File: src/rtl/activation_pipe.sv
// Two-stage per-lane activation (bypass / ReLU / leaky ReLU / clamp) with a row-count pass FSM.
// Optional: define ACTIVATION_NEG_COUNT_EN to add the neg_count output (negative valid-lane element counter).

module activation_lane #(
  parameter int DWIDTH = 8,
  parameter int SHW    = 3
) (
  input  logic [DWIDTH-1:0] i_x,
  input  logic              i_valid,
  input  logic [1:0]        i_mode,
  input  logic [SHW-1:0]    i_shift,
  input  logic [DWIDTH-1:0] i_clamp,
  output logic [DWIDTH-1:0] o_y
);
  logic signed [DWIDTH-1:0] w_x, w_c;
  logic                     w_neg;

  assign w_x   = i_x;
  assign w_c   = i_clamp;
  assign w_neg = i_x[DWIDTH-1];

  always_comb begin
    o_y = i_x;
    case (i_mode)
      2'b01: if (w_neg) o_y = '0;
      2'b10: if (w_neg) o_y = w_x >>> i_shift;
      2'b11: begin
        if (w_neg)           o_y = '0;
        else if (w_x > w_c)  o_y = i_clamp;
      end
      default: ;
    endcase
    if (!i_valid) o_y = '0;
  end
endmodule

module activation_pipe #(
  parameter int NUM_LANES     = 4,
  parameter int DWIDTH        = 8,
  parameter int MASK_WIDTH    = NUM_LANES,
  parameter int ROW_CNT_WIDTH = 16,
  localparam int SHW          = $clog2(DWIDTH)
) (
  input  logic                           clk,
  input  logic                           reset,
  input  logic                           enable_activation,
  input  logic [1:0]                     mode,
  input  logic [SHW-1:0]                 leak_shift,
  input  logic [DWIDTH-1:0]              clamp_max,
  input  logic [ROW_CNT_WIDTH-1:0]       num_rows,
  input  logic                           in_data_available,
  input  logic [NUM_LANES*DWIDTH-1:0]    inp_data,
  input  logic [MASK_WIDTH-1:0]          validity_mask,
  output logic [NUM_LANES*DWIDTH-1:0]    out_data,
  output logic                           out_data_available,
  output logic                           done_activation,
  output logic [ROW_CNT_WIDTH-1:0]       rows_done
`ifdef ACTIVATION_NEG_COUNT_EN
  ,
  output logic [ROW_CNT_WIDTH-1:0]       neg_count
`endif
);
  typedef enum logic [1:0] {S_IDLE, S_RUN, S_DRAIN, S_DONE} state_t;

  state_t r_state, w_next;
  logic   w_start, w_abort, w_accept;

  logic [1:0]               r_mode;
  logic [SHW-1:0]           r_leak_shift;
  logic [DWIDTH-1:0]        r_clamp_max;
  logic [ROW_CNT_WIDTH-1:0] r_num_rows, r_acc_cnt, r_rows_done;
  logic                     r_done;

  // [1] = stage-1 row valid, [2] = output valid
  logic [2:1]                          r_vld_pipe;
  logic [NUM_LANES-1:0][DWIDTH-1:0]    r_s1_data, w_act, r_out;
  logic [MASK_WIDTH-1:0]               r_s1_mask;

  always_comb begin
    w_next   = r_state;
    w_start  = 1'b0;
    w_abort  = 1'b0;
    w_accept = 1'b0;
    case (r_state)
      S_IDLE: if (enable_activation) begin
        w_start = 1'b1;
        w_next  = (num_rows != '0) ? S_RUN : S_DONE;
      end
      S_RUN: begin
        if (!enable_activation) begin
          w_abort = 1'b1;
          w_next  = S_IDLE;
        end else if (in_data_available) begin
          w_accept = 1'b1;
          if (r_acc_cnt + ROW_CNT_WIDTH'(1) == r_num_rows) w_next = S_DRAIN;
        end
      end
      S_DRAIN: begin
        if (!enable_activation) begin
          w_abort = 1'b1;
          w_next  = S_IDLE;
        end else if (!r_vld_pipe[1]) begin
          // stage 2 empties on this same edge, so DONE follows the final output by one cycle
          w_next = S_DONE;
        end
      end
      S_DONE: if (!enable_activation) w_next = S_IDLE;
      default: w_next = S_IDLE;
    endcase
  end

  for (genvar i = 0; i < NUM_LANES; i++) begin : g_lane
    activation_lane #(.DWIDTH(DWIDTH), .SHW(SHW)) u_lane (
      .i_x     (r_s1_data[i]),
      .i_valid (r_s1_mask[i]),
      .i_mode  (r_mode),
      .i_shift (r_leak_shift),
      .i_clamp (r_clamp_max),
      .o_y     (w_act[i])
    );
  end

  always_ff @(posedge clk) begin
    if (reset) begin
      r_state      <= S_IDLE;
      r_mode       <= '0;
      r_leak_shift <= '0;
      r_clamp_max  <= '0;
      r_num_rows   <= '0;
      r_acc_cnt    <= '0;
      r_rows_done  <= '0;
      r_done       <= 1'b0;
      r_vld_pipe   <= '0;
      r_s1_data    <= '0;
      r_s1_mask    <= '0;
      r_out        <= '0;
    end else begin
      r_state <= w_next;
      r_done  <= (w_next == S_DONE);
      if (w_start) begin
        r_mode       <= mode;
        r_leak_shift <= leak_shift;
        r_clamp_max  <= clamp_max;
        r_num_rows   <= num_rows;
      end
      if (w_start || w_abort)  r_acc_cnt <= '0;
      else if (w_accept)       r_acc_cnt <= r_acc_cnt + ROW_CNT_WIDTH'(1);
      if (w_start || w_abort)  r_rows_done <= '0;
      else if (r_vld_pipe[2])  r_rows_done <= r_rows_done + ROW_CNT_WIDTH'(1);
      r_vld_pipe[1] <= w_accept;
      r_vld_pipe[2] <= r_vld_pipe[1] && !w_abort;
      if (w_accept) begin
        r_s1_data <= inp_data;
        r_s1_mask <= validity_mask;
      end
      if (r_vld_pipe[1] && !w_abort) r_out <= w_act;
    end
  end

  assign out_data           = r_out;
  assign out_data_available = r_vld_pipe[2];
  assign done_activation    = r_done;
  assign rows_done          = r_rows_done;

`ifdef ACTIVATION_NEG_COUNT_EN
  logic [ROW_CNT_WIDTH-1:0] r_neg;
  logic [ROW_CNT_WIDTH:0]   w_neg_add, w_neg_sum;

  always_comb begin
    w_neg_add = '0;
    for (int i = 0; i < NUM_LANES; i++)
      w_neg_add = w_neg_add + (ROW_CNT_WIDTH+1)'(r_s1_data[i][DWIDTH-1] & r_s1_mask[i]);
    w_neg_sum = {1'b0, r_neg} + w_neg_add;
  end

  always_ff @(posedge clk) begin
    if (reset || w_start || w_abort) r_neg <= '0;
    else if (r_vld_pipe[1])          r_neg <= w_neg_sum[ROW_CNT_WIDTH] ? '1 : w_neg_sum[ROW_CNT_WIDTH-1:0];
  end

  assign neg_count = r_neg;
`endif
endmodule
File: config.mk
export PLATFORM = sky130hd
export DESIGN_NAME = activation_pipe
export DESIGN_NICKNAME = d
export VERILOG_FILES = /design/src/rtl/activation_pipe.sv
export SDC_FILE = /design/constraint.sdc
export NUM_CORES = 1
export LEC_CHECK = 0
export ABC_AREA = 0
export BUFFER_PORTS_ARGS = -buffer_cell sky130_fd_sc_hd__buf_2
export CAP_MARGIN = 20
export CORE_MARGIN = 1
export CORE_UTILIZATION = 40
export DETAILED_ROUTE_END_ITERATION = 12
export GPL_TIMING_DRIVEN = 0
export PLACE_DENSITY_LB_ADDON = 0.25
export SLEW_MARGIN = 20
export SYNTH_ARGS = -nofsm -noshare
export SYNTH_HDL_FRONTEND = slang
export SYNTH_SLANG_ARGS = --single-unit
File: constraint.sdc
create_clock -name clk -period 3.63 [get_ports clk]
set_input_delay 0.363 -clock clk [delete_from_list [all_inputs] [get_ports clk]]
set_output_delay 0.363 -clock clk [all_outputs]
set_load 0.005 [all_outputs]
==> key figures <==
Yosys
  • Most repeated cell in the gate-level netlist after synthesis: nand2_1
  • FF+latch count, synth: 134
  • Number of synthesized flops with an enable pin: 0
  • Share of flip-flops with an asynchronous set or reset: 0
  • Top_reg_cell synth: dfxtp_1
  • Largest cells by area after synthesis: dfxtp_1 (33%), nand2_1 (8.8%), a21oi_1 (7.3%), ha_1 (5.9%), mux4_2 (5.6%)
  • Number of standard cells after synthesis: around 1000
  • Post-synth top cells: nand2_1 (189), dfxtp_1 (134), a21oi_1 (118), nor2_1 (68), o21ai_0 (53)
  • Syn Std Cell Area: 8080 sq um
  • Portion of the post-synthesis area used by sequential elements: 0.332
  • Post-synth net total: 1112
  • Share of Yosys cell area claimed by the top area cell type: 0.332
  • Cell type contributing the most total cell area after synthesis: dfxtp_1
  • Distinct cells, synth: 65
  • Count of yosys warnings during synthesis: 0
  • Mean cell area of the mapped netlist: 8.04 sq um

Layout
  • Diodes inserted: 0
  • Fraction of layout cells with a size suffix above 1: 0.179
  • Area growth, synth to finish: 18.5%
  • # nets final: ~1200
  • Fillers: 2010

Global routing
  • Grt total ovfl: 0
  • Wire length of the first global-routing pass: 40100 um
  • Antenna violations before repair: 0
  • Gr usage total: 0.258
  • Via count of the first global-routing pass: ~7300
  • Largest net degree at the start of global routing: 17

Timing
  • Share of the clock period used by the worst path: 0.853
  • Skew final: 0.0119 ns
  • Number of hold violations in the final report: 0
  • Tmin final: 3.10 ns
  • Slew at the pin closest to its max-slew limit: 1.09 ns
  • Slew Viols, Final: 0
  • F_max: 0.323 GHz
  • Setup repair after global routing missed its margin: false
  • Post-layout worst setup margin: 0.533 ns
  • Slew margin rel.: 0.271
  • Total negative slack for setup checks: 0 ns
  • Final setup violation count: 0

Placed design
  • Port Buffer Count: 117
  • Final HPWL from detailed placement: 19500 um
  • Gp weighted congestion: 0.962
  • Pre-CTS setup slack: 0.602 ns

Clocking
  • CTS Buf Count: 17
  • Buffers inserted during post-CTS setup optimization: 0
  • Clk Latency, worst-skew pair: roughly 0.43 ns
  • Clock tree from TritonCTS: done
  • CTS root buffer: clkbuf_16
  • Clock-pin slew of the registers on the worst-case setup and hold paths: 0.06 ns
  • Number of instances resized during post-cts repair: 0
  • CTS Hold Bufs: 0
  • # H-tree levels: 4
  • Maximum clock path buffer count: 2
  • Clock tree sinks: 134

Pwr
  • Combinational share of power: 0.315
  • Static Leakage: approximately 3.5 nW
  • Part of the total power dissipated in the clock network: 0.339
  • Portion of total power attributed to sequential cells: 0.347
  • Internal: 0.00320 W
  • Maximum resistive drop on vdd: 0.314 mV
  • Overall power consumption: roughly 0.005 W
  • Net switching power: 0.00188 W
  • P per Cell Area: 530 nW/um^2
  • Net switching fraction of the power: 0.370

Detailed routing
  • Via density per instance: 5.63
  • First-iteration detailed-routing DRC count: 773
  • Drt pass-1 iters: 5
  • Number of DRC violations after detailed routing: 0
  • Number of antenna-violating nets in the routed design: 0
  • Total Wirelength: ~26000 um
  • Wire length per cell: between 15 and 20 um
  • Number of vias after detailed routing: 7992

Worst setup path
  • Capture instance of the worst register-to-register path: out_data[28]
  • Peak fanout along the critical path: 5
  • Worst path required time: 3.94 ns
  • Depth of the most critical reg-to-reg path: 9
  • CP Class: reg -> reg
  • Crit path launch type: register
  • Reg2reg start: r_clamp_max[5]
  • Arrival time of data at the critical path endpoint: 3.41 ns
  • Sort of element at the end of the critical path: register
  • Worst reg2reg setup slack: 0.53 ns

Die
  • Starting Density: 0.411
  • Die footprint: roughly 21000 sq um
  • Vertical die dimension: 144 um
  • Horiz. Die Dim: 144 um
  • FP Rows: 51
  • Core Box Area: 19700 sq um
  • Ports: around 120

Min path
  • Endpoint of the worst hold path: r_s1_data[10]
  • Launch instance of the worst min-delay path: inp_data[10]
  • Class of the worst hold path: in -> reg
  • Number of instances on the worst hold path: 3

Run status
  • Outcome: finished clean

Run
  • Max-cap violations: 0
## worst max-delay path by stage
stage                        start      endpoint  slack, ns  cells after the start
finish              r_clamp_max[5]  out_data[28]       0.53                      9
global route        r_clamp_max[1]  out_data[29]       0.39                      9
CTS                 r_clamp_max[1]  out_data[28]       0.59                      9
detailed placement  r_clamp_max[1]  out_data[29]       0.60                      9
global placement    r_clamp_max[1]  out_data[27]       0.62                      9
floorplan           r_clamp_max[5]  out_data[26]       1.26                      9
## cell type report
cell class / instances / area [sq um] / area share
clock inverters: 14 / 153 / 0.0159
plain buffers: 65 / 258 / 0.0269
clock buffers: 18 / 429 / 0.0448
repair buffers: 117 / 586 / 0.0611
multi-input cells: 779 / 5040 / 0.526
flip-flops and latches: 134 / 2680 / 0.280
inverters: 27 / 101 / 0.0106
well taps: 265 / 332 / 0.0346
## stage by stage
| stage | utilization | instance area [sq um] | hold slack [ns] | instances |
|---|---|---|---|---|
| after floorplan | - | 8080 | 0.445 | 1005 |
| after global placement | 0.458 | 9000 | 0.446 | 1387 |
| after detailed placement | 0.458 | 9000 | 0.447 | 1387 |
| after CTS | 0.488 | 9580 | 0.167 | 1419 |
| after global routing | 0.488 | 9580 | 0.171 | 1419 |
| final | 0.488 | 9580 | 0.175 | 1419 |
## worst max-delay path: stages, from the launching register on
cell	delay, ns
dfxtp_1	0.56
inv_1	0.22
ha_1	0.35
a21oi_1	0.07
o211ai_1	0.20
a21oi_1	0.11
a211oi_2	0.60
nand2_1	0.25
mux2_2	0.32
a221o_1	0.31
## cell families after synthesis
kind of cell	synth area share
adder cells (fa/ha/maj)	0.0588
AO/OA/AOI/OAI	0.206
flip-flops	0.332
buffers and inverters	0.0444
multiplexers	0.105
XOR/XNOR	0.0423
AND/OR/NAND/NOR	0.212
## cell usage in the layout (no fill, tap or decap), types with 3 or more instances in the layout
| cell type | instances |
|---|---|
| clkbuf_1 | 51 |
| nand3_1 | 21 |
| a21o_1 | 4 |
| mux2i_1 | 24 |
| o21a_1 | 8 |
| or2_2 | 4 |
| clkinv_2 | 3 |
| a31oi_1 | 6 |
| a21oi_1 | 118 |
| o211ai_1 | 13 |
| a211oi_1 | 6 |
| nor3_1 | 13 |
| buf_2 | 125 |
| nor4_1 | 6 |
| o2111ai_1 | 4 |
| nor2_1 | 68 |
| xor2_1 | 21 |
| o31ai_1 | 6 |
| and3_1 | 8 |
| clkbuf_16 | 17 |
| nor2b_1 | 8 |
| nand2_1 | 189 |
| nand2b_1 | 11 |
| or3_1 | 11 |
| buf_1 | 6 |
| nand4_1 | 14 |
| a221o_1 | 6 |
| a221oi_1 | 11 |
| a22oi_1 | 8 |
| clkinv_4 | 6 |
| nand3b_1 | 3 |
| and2_1 | 6 |
| mux2_2 | 14 |
| dfxtp_1 | 134 |
| o21ai_0 | 53 |
| xnor2_1 | 18 |
| o221ai_1 | 3 |
| inv_1 | 27 |
| ha_1 | 38 |
| mux4_2 | 20 |
## sequential cells by signal, indices dropped and copies added (netlist names), 3 cells and up
name and cells:
out_data 32, r_s1_data 32, r_acc_cnt 16, r_num_rows 16, rows_done 16, r_clamp_max 8, r_s1_mask 4, r_leak_shift 3
## power by group through the flow
stage,registers [W],clock network [W],logic [W]
after floorplan,0.00170,0,0.00116
after global placement,0.00178,0,0.00154
after detailed placement,0.00178,0,0.00156
after CTS,0.00175,0.00175,0.00157
after global routing,0.00177,0.00182,0.00175
final,0.00176,0.00172,0.00160
## per-layer routing
metal	GRT usage	routed length (um)	vias up
li1	-	-	3889
met1	0.350	11900	3739
met2	0.402	11600	322
met3	0.0566	1960	42
met4	0.0881	571	0
met5	0	0	-
No activity file was read; power rests on OpenSTA's default activity.
